===== src/rtl/controlador_jogo_pkg.sv =====
// Shared definitions for the battleship game sequencer: phase encodings,
// switch mode codes and counter widths.
package jogo_pkg;

  localparam int VIDA_W   = 3;
  localparam int ACERTO_W = 3;

  // Game phase, also the encoding driven on the estado output
  typedef enum logic [1:0] {
    DESLIGADO  = 2'b00,
    PREPARACAO = 2'b01,
    ATAQUE     = 2'b10,
    FIM        = 2'b11
  } estado_t;

  // {ch7,ch6} switch codes
  localparam logic [1:0] MODO_OFF    = 2'b00;
  localparam logic [1:0] MODO_PREP   = 2'b01;
  localparam logic [1:0] MODO_ATAQUE = 2'b10;
  localparam logic [1:0] MODO_HOLD   = 2'b11;

endpackage


===== src/rtl/controlador_jogo_if.sv =====
// Signal bundle between the button/switch front end, the game sequencer
// and the datapath enables/status it drives.
interface controlador_jogo_if;
  import jogo_pkg::*;

  logic [1:0]          modo;
  logic                confirmar;
  logic                tiro_valido;
  logic                tiro_acerto;
  logic                tiro_repetido;
  logic [1:0]          estado;
  logic                en_preparacao;
  logic                en_ataque;
  logic                ligar_matriz;
  logic [VIDA_W-1:0]   vida;
  logic [ACERTO_W-1:0] acertos;
  logic                vitoria;
  logic                derrota;

  // Front end / board side: drives switches and shot results
  modport master (
    output modo, confirmar, tiro_valido, tiro_acerto, tiro_repetido,
    input  estado, en_preparacao, en_ataque, ligar_matriz, vida, acertos,
           vitoria, derrota
  );

  // Sequencer side
  modport slave (
    input  modo, confirmar, tiro_valido, tiro_acerto, tiro_repetido,
    output estado, en_preparacao, en_ataque, ligar_matriz, vida, acertos,
           vitoria, derrota
  );
endinterface


===== src/rtl/controlador_jogo_contador_piscar.sv =====
// End-of-game blink generator. Output is 0 while disabled; i_clr restarts
// the phase at 1, after which it toggles every PISCA_DIV enabled clocks.
module contador_piscar #(
  parameter int PISCA_DIV = 381
) (
  input  logic clock,
  input  logic reset_n,
  input  logic i_en,
  input  logic i_clr,
  output logic o_pisca
);
  localparam int CNT_W = (PISCA_DIV > 1) ? $clog2(PISCA_DIV) : 1;

  logic [CNT_W-1:0] r_cnt;
  logic             r_pisca;

  // Half-period counter and phase toggle on terminal count
  always_ff @(posedge clock or negedge reset_n) begin
    if (!reset_n) begin
      r_cnt   <= '0;
      r_pisca <= 1'b0;
    end else if (!i_en) begin
      r_cnt   <= '0;
      r_pisca <= 1'b0;
    end else if (i_clr) begin
      r_cnt   <= '0;
      r_pisca <= 1'b1;
    end else if (r_cnt == CNT_W'(PISCA_DIV - 1)) begin
      r_cnt   <= '0;
      r_pisca <= ~r_pisca;
    end else begin
      r_cnt   <= r_cnt + CNT_W'(1);
    end
  end

  assign o_pisca = r_pisca;
endmodule


===== src/rtl/controlador_jogo.sv =====
// Battleship game sequencer: phase FSM, lives/hits counters and datapath
// enables. Optional feature macro CONTROLADOR_PISCA_FIM_EN makes the LED
// matrix blink during FIM; without it the matrix is dark in FIM.
module controlador_jogo
  import jogo_pkg::*;
#(
  parameter int VIDAS_INICIAIS = 7,
  parameter int ALVOS          = 5,
  parameter int PISCA_DIV      = 381
) (
  input  logic                clock,
  input  logic                reset_n,
  controlador_jogo_if.slave   bus
);
  localparam logic [ACERTO_W:0]   C_ALVOS = (ACERTO_W + 1)'(ALVOS);
  localparam logic [VIDA_W-1:0]   C_VIDAS = VIDA_W'(VIDAS_INICIAIS);

  estado_t             r_estado, w_estado_next;
  logic [VIDA_W-1:0]   r_vida, w_vida_next;
  logic [ACERTO_W-1:0] r_acertos, w_acertos_next;
  logic                r_mapa_ok, w_mapa_ok_next;
  logic                r_vitoria, w_vitoria_next;
  logic                r_derrota, w_derrota_next;
  logic                r_en_prep, w_en_prep_next;
  logic                r_en_ataque, w_en_ataque_next;
  logic                r_ligar_base, w_ligar_base_next;
  logic                w_pisca;

  logic                w_tiro;
  logic [ACERTO_W:0]   w_acertos_mais1;
  logic                w_vence;
  logic                w_perde;

  // A counted shot needs ATAQUE with modo 10 or 11; repeated cells never count
  assign w_tiro          = (r_estado == ATAQUE) && bus.modo[1] &&
                           bus.tiro_valido && !bus.tiro_repetido;
  assign w_acertos_mais1 = {1'b0, r_acertos} + (ACERTO_W + 1)'(1);
  assign w_vence         = w_tiro && bus.tiro_acerto && (w_acertos_mais1 == C_ALVOS);
  assign w_perde         = w_tiro && !bus.tiro_acerto && (r_vida == VIDA_W'(1));

  // State and registered outputs
  always_ff @(posedge clock or negedge reset_n) begin
    if (!reset_n) begin
      r_estado     <= DESLIGADO;
      r_vida       <= '0;
      r_acertos    <= '0;
      r_mapa_ok    <= 1'b0;
      r_vitoria    <= 1'b0;
      r_derrota    <= 1'b0;
      r_en_prep    <= 1'b0;
      r_en_ataque  <= 1'b0;
      r_ligar_base <= 1'b0;
    end else begin
      r_estado     <= w_estado_next;
      r_vida       <= w_vida_next;
      r_acertos    <= w_acertos_next;
      r_mapa_ok    <= w_mapa_ok_next;
      r_vitoria    <= w_vitoria_next;
      r_derrota    <= w_derrota_next;
      r_en_prep    <= w_en_prep_next;
      r_en_ataque  <= w_en_ataque_next;
      r_ligar_base <= w_ligar_base_next;
    end
  end

  // Phase transitions; modo 00 overrides everything, modo 11 blocks mode-driven moves
  always_comb begin
    w_estado_next = r_estado;
    if (bus.modo == MODO_OFF) begin
      w_estado_next = DESLIGADO;
    end else begin
      case (r_estado)
        DESLIGADO:  if (bus.modo == MODO_PREP) w_estado_next = PREPARACAO;
        PREPARACAO: if (bus.modo == MODO_ATAQUE && r_mapa_ok) w_estado_next = ATAQUE;
        ATAQUE: begin
          if (bus.modo == MODO_PREP)   w_estado_next = PREPARACAO;
          else if (w_vence || w_perde) w_estado_next = FIM;
        end
        FIM:        if (bus.modo == MODO_PREP) w_estado_next = PREPARACAO;
        default:    w_estado_next = DESLIGADO;
      endcase
    end
  end

  // Next values of counters, flags and enables
  always_comb begin
    w_vida_next    = r_vida;
    w_acertos_next = r_acertos;
    w_mapa_ok_next = r_mapa_ok;
    w_vitoria_next = r_vitoria;
    w_derrota_next = r_derrota;
    if (bus.modo == MODO_OFF) begin
      w_mapa_ok_next = 1'b0;
      w_vitoria_next = 1'b0;
      w_derrota_next = 1'b0;
    end else begin
      case (r_estado)
        PREPARACAO: begin
          if (bus.confirmar) w_mapa_ok_next = 1'b1;
          if (w_estado_next == ATAQUE) begin
            w_vida_next    = C_VIDAS;
            w_acertos_next = '0;
          end
        end
        ATAQUE: begin
          if (bus.modo == MODO_PREP) begin
            w_mapa_ok_next = 1'b0;
          end else if (w_tiro) begin
            if (bus.tiro_acerto) begin
              if ({1'b0, r_acertos} < C_ALVOS) w_acertos_next = w_acertos_mais1[ACERTO_W-1:0];
            end else if (r_vida != '0) begin
              w_vida_next = r_vida - VIDA_W'(1);
            end
            if (w_vence) w_vitoria_next = 1'b1;
            if (w_perde) w_derrota_next = 1'b1;
          end
        end
        FIM: begin
          if (bus.modo == MODO_PREP) begin
            w_mapa_ok_next = 1'b0;
            w_vitoria_next = 1'b0;
            w_derrota_next = 1'b0;
          end
        end
        default: ;
      endcase
    end
    w_en_prep_next    = (w_estado_next == PREPARACAO);
    w_en_ataque_next  = (w_estado_next == ATAQUE);
    w_ligar_base_next = w_en_prep_next || w_en_ataque_next;
  end

`ifdef CONTROLADOR_PISCA_FIM_EN
  logic w_pisca_en;
  logic w_pisca_clr;
  assign w_pisca_en  = (w_estado_next == FIM);
  assign w_pisca_clr = (w_estado_next == FIM) && (r_estado != FIM);

  contador_piscar #(.PISCA_DIV(PISCA_DIV)) u_pisca (
    .clock   (clock),
    .reset_n (reset_n),
    .i_en    (w_pisca_en),
    .i_clr   (w_pisca_clr),
    .o_pisca (w_pisca)
  );
`else
  assign w_pisca = 1'b0;
`endif

  // Both sources are flops and never high together
  assign bus.ligar_matriz  = r_ligar_base | w_pisca;
  assign bus.estado        = r_estado;
  assign bus.en_preparacao = r_en_prep;
  assign bus.en_ataque     = r_en_ataque;
  assign bus.vida          = r_vida;
  assign bus.acertos       = r_acertos;
  assign bus.vitoria       = r_vitoria;
  assign bus.derrota       = r_derrota;
endmodule


===== src/flat_wrapper.sv =====
// flat-port wrapper written by rule: the top's interface ports become plain ports
module controlador_jogo_flat import jogo_pkg::*;
#(
  parameter int VIDAS_INICIAIS = 7,
  parameter int ALVOS          = 5,
  parameter int PISCA_DIV      = 381
)
  (clock, reset_n, bus_modo, bus_confirmar, bus_tiro_valido, bus_tiro_acerto, bus_tiro_repetido, bus_estado, bus_en_preparacao, bus_en_ataque, bus_ligar_matriz, bus_vida, bus_acertos, bus_vitoria, bus_derrota);
  controlador_jogo_if bus_i ();
  input  logic clock;
  input  logic reset_n;
  input wire logic [$bits(bus_i.modo)-1:0] bus_modo;
  input wire logic [$bits(bus_i.confirmar)-1:0] bus_confirmar;
  input wire logic [$bits(bus_i.tiro_valido)-1:0] bus_tiro_valido;
  input wire logic [$bits(bus_i.tiro_acerto)-1:0] bus_tiro_acerto;
  input wire logic [$bits(bus_i.tiro_repetido)-1:0] bus_tiro_repetido;
  output wire logic [$bits(bus_i.estado)-1:0] bus_estado;
  output wire logic [$bits(bus_i.en_preparacao)-1:0] bus_en_preparacao;
  output wire logic [$bits(bus_i.en_ataque)-1:0] bus_en_ataque;
  output wire logic [$bits(bus_i.ligar_matriz)-1:0] bus_ligar_matriz;
  output wire logic [$bits(bus_i.vida)-1:0] bus_vida;
  output wire logic [$bits(bus_i.acertos)-1:0] bus_acertos;
  output wire logic [$bits(bus_i.vitoria)-1:0] bus_vitoria;
  output wire logic [$bits(bus_i.derrota)-1:0] bus_derrota;
  assign bus_i.modo = bus_modo;
  assign bus_i.confirmar = bus_confirmar;
  assign bus_i.tiro_valido = bus_tiro_valido;
  assign bus_i.tiro_acerto = bus_tiro_acerto;
  assign bus_i.tiro_repetido = bus_tiro_repetido;
  assign bus_estado = bus_i.estado;
  assign bus_en_preparacao = bus_i.en_preparacao;
  assign bus_en_ataque = bus_i.en_ataque;
  assign bus_ligar_matriz = bus_i.ligar_matriz;
  assign bus_vida = bus_i.vida;
  assign bus_acertos = bus_i.acertos;
  assign bus_vitoria = bus_i.vitoria;
  assign bus_derrota = bus_i.derrota;
  controlador_jogo #(.VIDAS_INICIAIS(VIDAS_INICIAIS), .ALVOS(ALVOS), .PISCA_DIV(PISCA_DIV)) u_core (.clock(clock), .reset_n(reset_n), .bus(bus_i));
endmodule

===== config.mk =====
export PLATFORM = sky130hd
export DESIGN_NAME = controlador_jogo_flat
export DESIGN_NICKNAME = d
export VERILOG_FILES = /design/src/rtl/controlador_jogo_pkg.sv /design/src/rtl/controlador_jogo_if.sv /design/src/rtl/controlador_jogo_contador_piscar.sv /design/src/rtl/controlador_jogo.sv /design/src/flat_wrapper.sv
export SDC_FILE = /design/constraint.sdc
export NUM_CORES = 1
export LEC_CHECK = 0
export CORE_MARGIN = 1.5
export CORE_UTILIZATION = 50
export DETAILED_ROUTE_END_ITERATION = 16
export PLACE_DENSITY = 0.9
export SYNTH_ARGS = -nofsm -noshare
export SYNTH_HDL_FRONTEND = slang
export SYNTH_SLANG_ARGS = --single-unit

===== constraint.sdc =====
create_clock -name clock -period 3 [get_ports clock]
set_input_delay 0.45 -clock clock [delete_from_list [all_inputs] [get_ports clock]]
set_output_delay 0.45 -clock clock [all_outputs]
set_load 0.005 [all_outputs]

==> flow_summary_export.csv <==
group,metric,value,unit
grt,grt_antenna_before_repair,0,
worst_setup_path,path_delay_family,"compound AO/OA/AOI/OAI gates",
timing,finalCritPeriodShare,93.9,%
pwr,vdd_drop_max,0.000414,V
worst_setup_path,arrival,2.99,ns
routing,vias,900,
worst_setup_path,endpoint_kind,"register",
pwr,switchingPower,0.000284,W
worst_setup_path,worst-endpoint-required,3.17,ns
final_layout,fin_util,70.5,%
yosys,synth_warnings,0,
grt,grt_pass1_vias,829,
timing,finalHoldWorstSlack,0.508,ns
routing,first_pass_iters,4,
final_layout,drive_above_1_share,9.38,%
die,die_w,47.6,µm
placed_design,gp_congestion,0.856,
clock_network,htree_levels,1,
pwr,p_leak,0.585,nW
clock_network,cts_hold_buffers,0,
clock_network,cts_tree,"yes",
final_layout,nFillCells,143,
grt,grt_usage,23.9,%
die,boundaryPins,21,
routing,drc,0,
final_layout,design_area,1270,µm²
timing,slew_headroom,55.6,%
routing,detail_route.vias_per_cell,5.88,
clock_network,numCtsBuffers,3,
timing,post-route-min-period,2.82,ns
yosys,async_reset_ff_share,100,%
final_layout,fin_nets,149,
clock_network,cts.reportedPaths.clkPinSlew,0.09,ns
timing,fmax,0.355,GHz
timing,setup_viol,0,
clock_network,clock_sinks,14,
placed_design,placed_area,1220,µm²
outcome,status,"completed",
yosys,yosysSeqAreaShare,35.2,%
die,die_y,47.6,µm
yosys,synth_nets,124,
worst_setup_path,critPathMaxFanout,8,
pwr,swShare,37.2,%
die,fp-row-count,15,
min_path,hp-class,"reg -> reg",
die,core,1800,µm²
grt,grt-ovfl-total,0,
yosys,synth.avg_cell_area,9.58,µm²
clock_network,cts_buffer_depth,2,
yosys,ys_ff_latch,14,
placed_design,portBuffers,20,
pwr,power_frac_clock,18.3,%
timing,finalSetupTns,0,ns
worst_setup_path,cp_cell_sequence,"inv_1 -> ha_1 -> nor2b_2 -> a21oi_1 -> o41ai_2 -> ha_1 -> nor2b_1 -> a21oi_2 -> o21ai_1 -> a221o_1",
grt,grt_pass1_wl,3640,µm
timing,drv_slew,0,
worst_setup_path,slowest_delay,0.47,ns
timing,hold_violations,0,
timing,tightest_slew,0.665,ns
clock_network,cts_root_buffer,"clkbuf_4",
worst_setup_path,cpMaxStageDelayCell,"dfrtp_1",
worst_setup_path,cp-start-kind,"register",
run,maxCapViolCount,0,
yosys,synth-edff-count,0,
final_layout,antenna-diode-count,0,
clock_network,clock_latency,0.28,ns
timing,grt_setup_unrepaired,"false",
pwr,internal-power,0.000479,W
grt,grt_max_degree,15,
routing,drt_first_iter_violations,29,
yosys,synth_ff_type,"dfrtp_1",
die,die-area,2270,µm²
pwr,share_comb_of_total_power,47.5,%
worst_setup_path,worstSetupPathType,"reg -> reg",
timing,clock_skew,0.00138,ns
yosys,synth_cell_types,37,
die,initial_utilization,55.3,%
routing,drt-wirelength-per-cell,14.9,µm
routing,antenna_left,0,
worst_setup_path,critical_path_buf_inv_count,1,
yosys,syn_area,996,µm²
pwr,power_density,601,nW/µm²
final_layout,area_growth,27.5,%
pwr,p_seq_share,34.3,%
placed_design,dp_hpwl,1730,µm
routing,drt-total-wl,2280,µm
yosys,syn_inst,104,
worst_setup_path,path_common_cell,"ha_1",
-- synth_stat cells (all sizes together) (2+ instances only) --
cell    number  area, µm²
o41a         2       22.5
a21oi        7       38.8
nor2         4       15.0
nand2        6       22.5
dfrtp       14        350
ha          12        150
a211o        2       17.5
nor3         5       25.0
inv         12       45.0
buf          3       30.0
o21ai        6       30.0
a31oi        2       12.5
o41ai        2       17.5
nor2b        4       25.0
nand2b       2       12.5
and3         3       18.8
-- layout make-up --
cell class	instances	area, µm²	area share, %
clock buffers	4	36.3	2.86
inverters	12	45.0	3.55
multi-input cells	75	584	46.0
flip-flops and latches	14	350	27.6
well taps	25	31.3	2.46
repair buffers	23	223	17.5
-- placed cells by master, fill, tap and decap left out, types with 2 or more instances in the layout --
cell type,instances
nand2_1,6
clkbuf_4,3
nor2b_1,3
a21oi_2,2
nand2b_1,2
a21oi_1,5
clkdlybuf4s50_1,20
nor3_1,5
ha_1,12
a211o_1,2
buf_4,3
and3_1,3
inv_1,12
nor2_1,4
a31oi_1,2
dfrtp_1,14
o41a_1,2
o21ai_0,5
-- power by group through the flow --
stage / registers, W / clock network [W] / logic, W
2_1_floorplan: 0.000264 / 0 / 0.000208
3_3_place_gp: 0.000264 / 0 / 0.000333
3_5_place_dp: 0.000265 / 0 / 0.000345
4_1_cts: 0.000261 / 0.000141 / 0.000351
5_1_grt: 0.000268 / 0.000154 / 0.000405
6_report: 0.000262 / 0.000140 / 0.000363
-- registers in the layout, indices dropped and copies added (netlist names) --
signal and cells:
u_core.bus.acertos 3, u_core.bus.vida 3, u_core.bus.estado 2, u_core.bus.derrota 1
u_core.bus.en_ataque 1, u_core.bus.en_preparacao 1, u_core.bus.ligar_matriz 1, u_core.bus.vitoria 1
u_core.r_mapa_ok 1
-- per-stage QoR --
stage	total power (W)	std cells	worst slack (ns)
finish	0.000764	153	0.182
global route	0.000826	153	0.00283
CTS	0.000754	153	0.0916
detailed placement	0.000611	149	0.0199
global placement	0.000597	149	0.179
floorplan	0.000471	104	0.463
-- routing by layer --
metal / track usage (%) / share of wire (%) / vias to the layer above
li1: - / - / 428
met5: 0 / 0 / -
met3: 6.04 / 4.5 / 4
met1: 29.8 / 44 / 436
met2: 40.0 / 51 / 32
met4: 8.65 / 0.88 / 0
-- timing repair --
item                                    CTS  global route
endpoints found under the setup margin    0             4
resized for setup                         0             3
buffers inserted                          0             0
-- cell families after synthesis --
family / Yosys count / share of synthesized area (%)
AOI/OAI and AO/OA: 29 / 20.9
adders and majority gates: 12 / 15.1
buffers and inverters: 15 / 7.54
DFF: 14 / 35.2
and+or+nand+nor: 34 / 21.4
-- final timing paths --
check	startpoint	end	slack (ns)	cells after the start
max reg2reg	u_core.bus.estado[1]	u_core.bus.acertos[2]	0.18	10
max in group asynchronous	reset_n	u_core.bus.acertos[1]	2.01	1
min in group asynchronous	reset_n	u_core.bus.en_preparacao	0.57	1
max	u_core.bus.estado[1]	u_core.bus.acertos[2]	0.18	10
min reg2reg	u_core.bus.vitoria	u_core.bus.vitoria	0.51	1
min	u_core.bus.vitoria	u_core.bus.vitoria	0.51	1
Note: power is estimated with default switching activity, not from simulation.
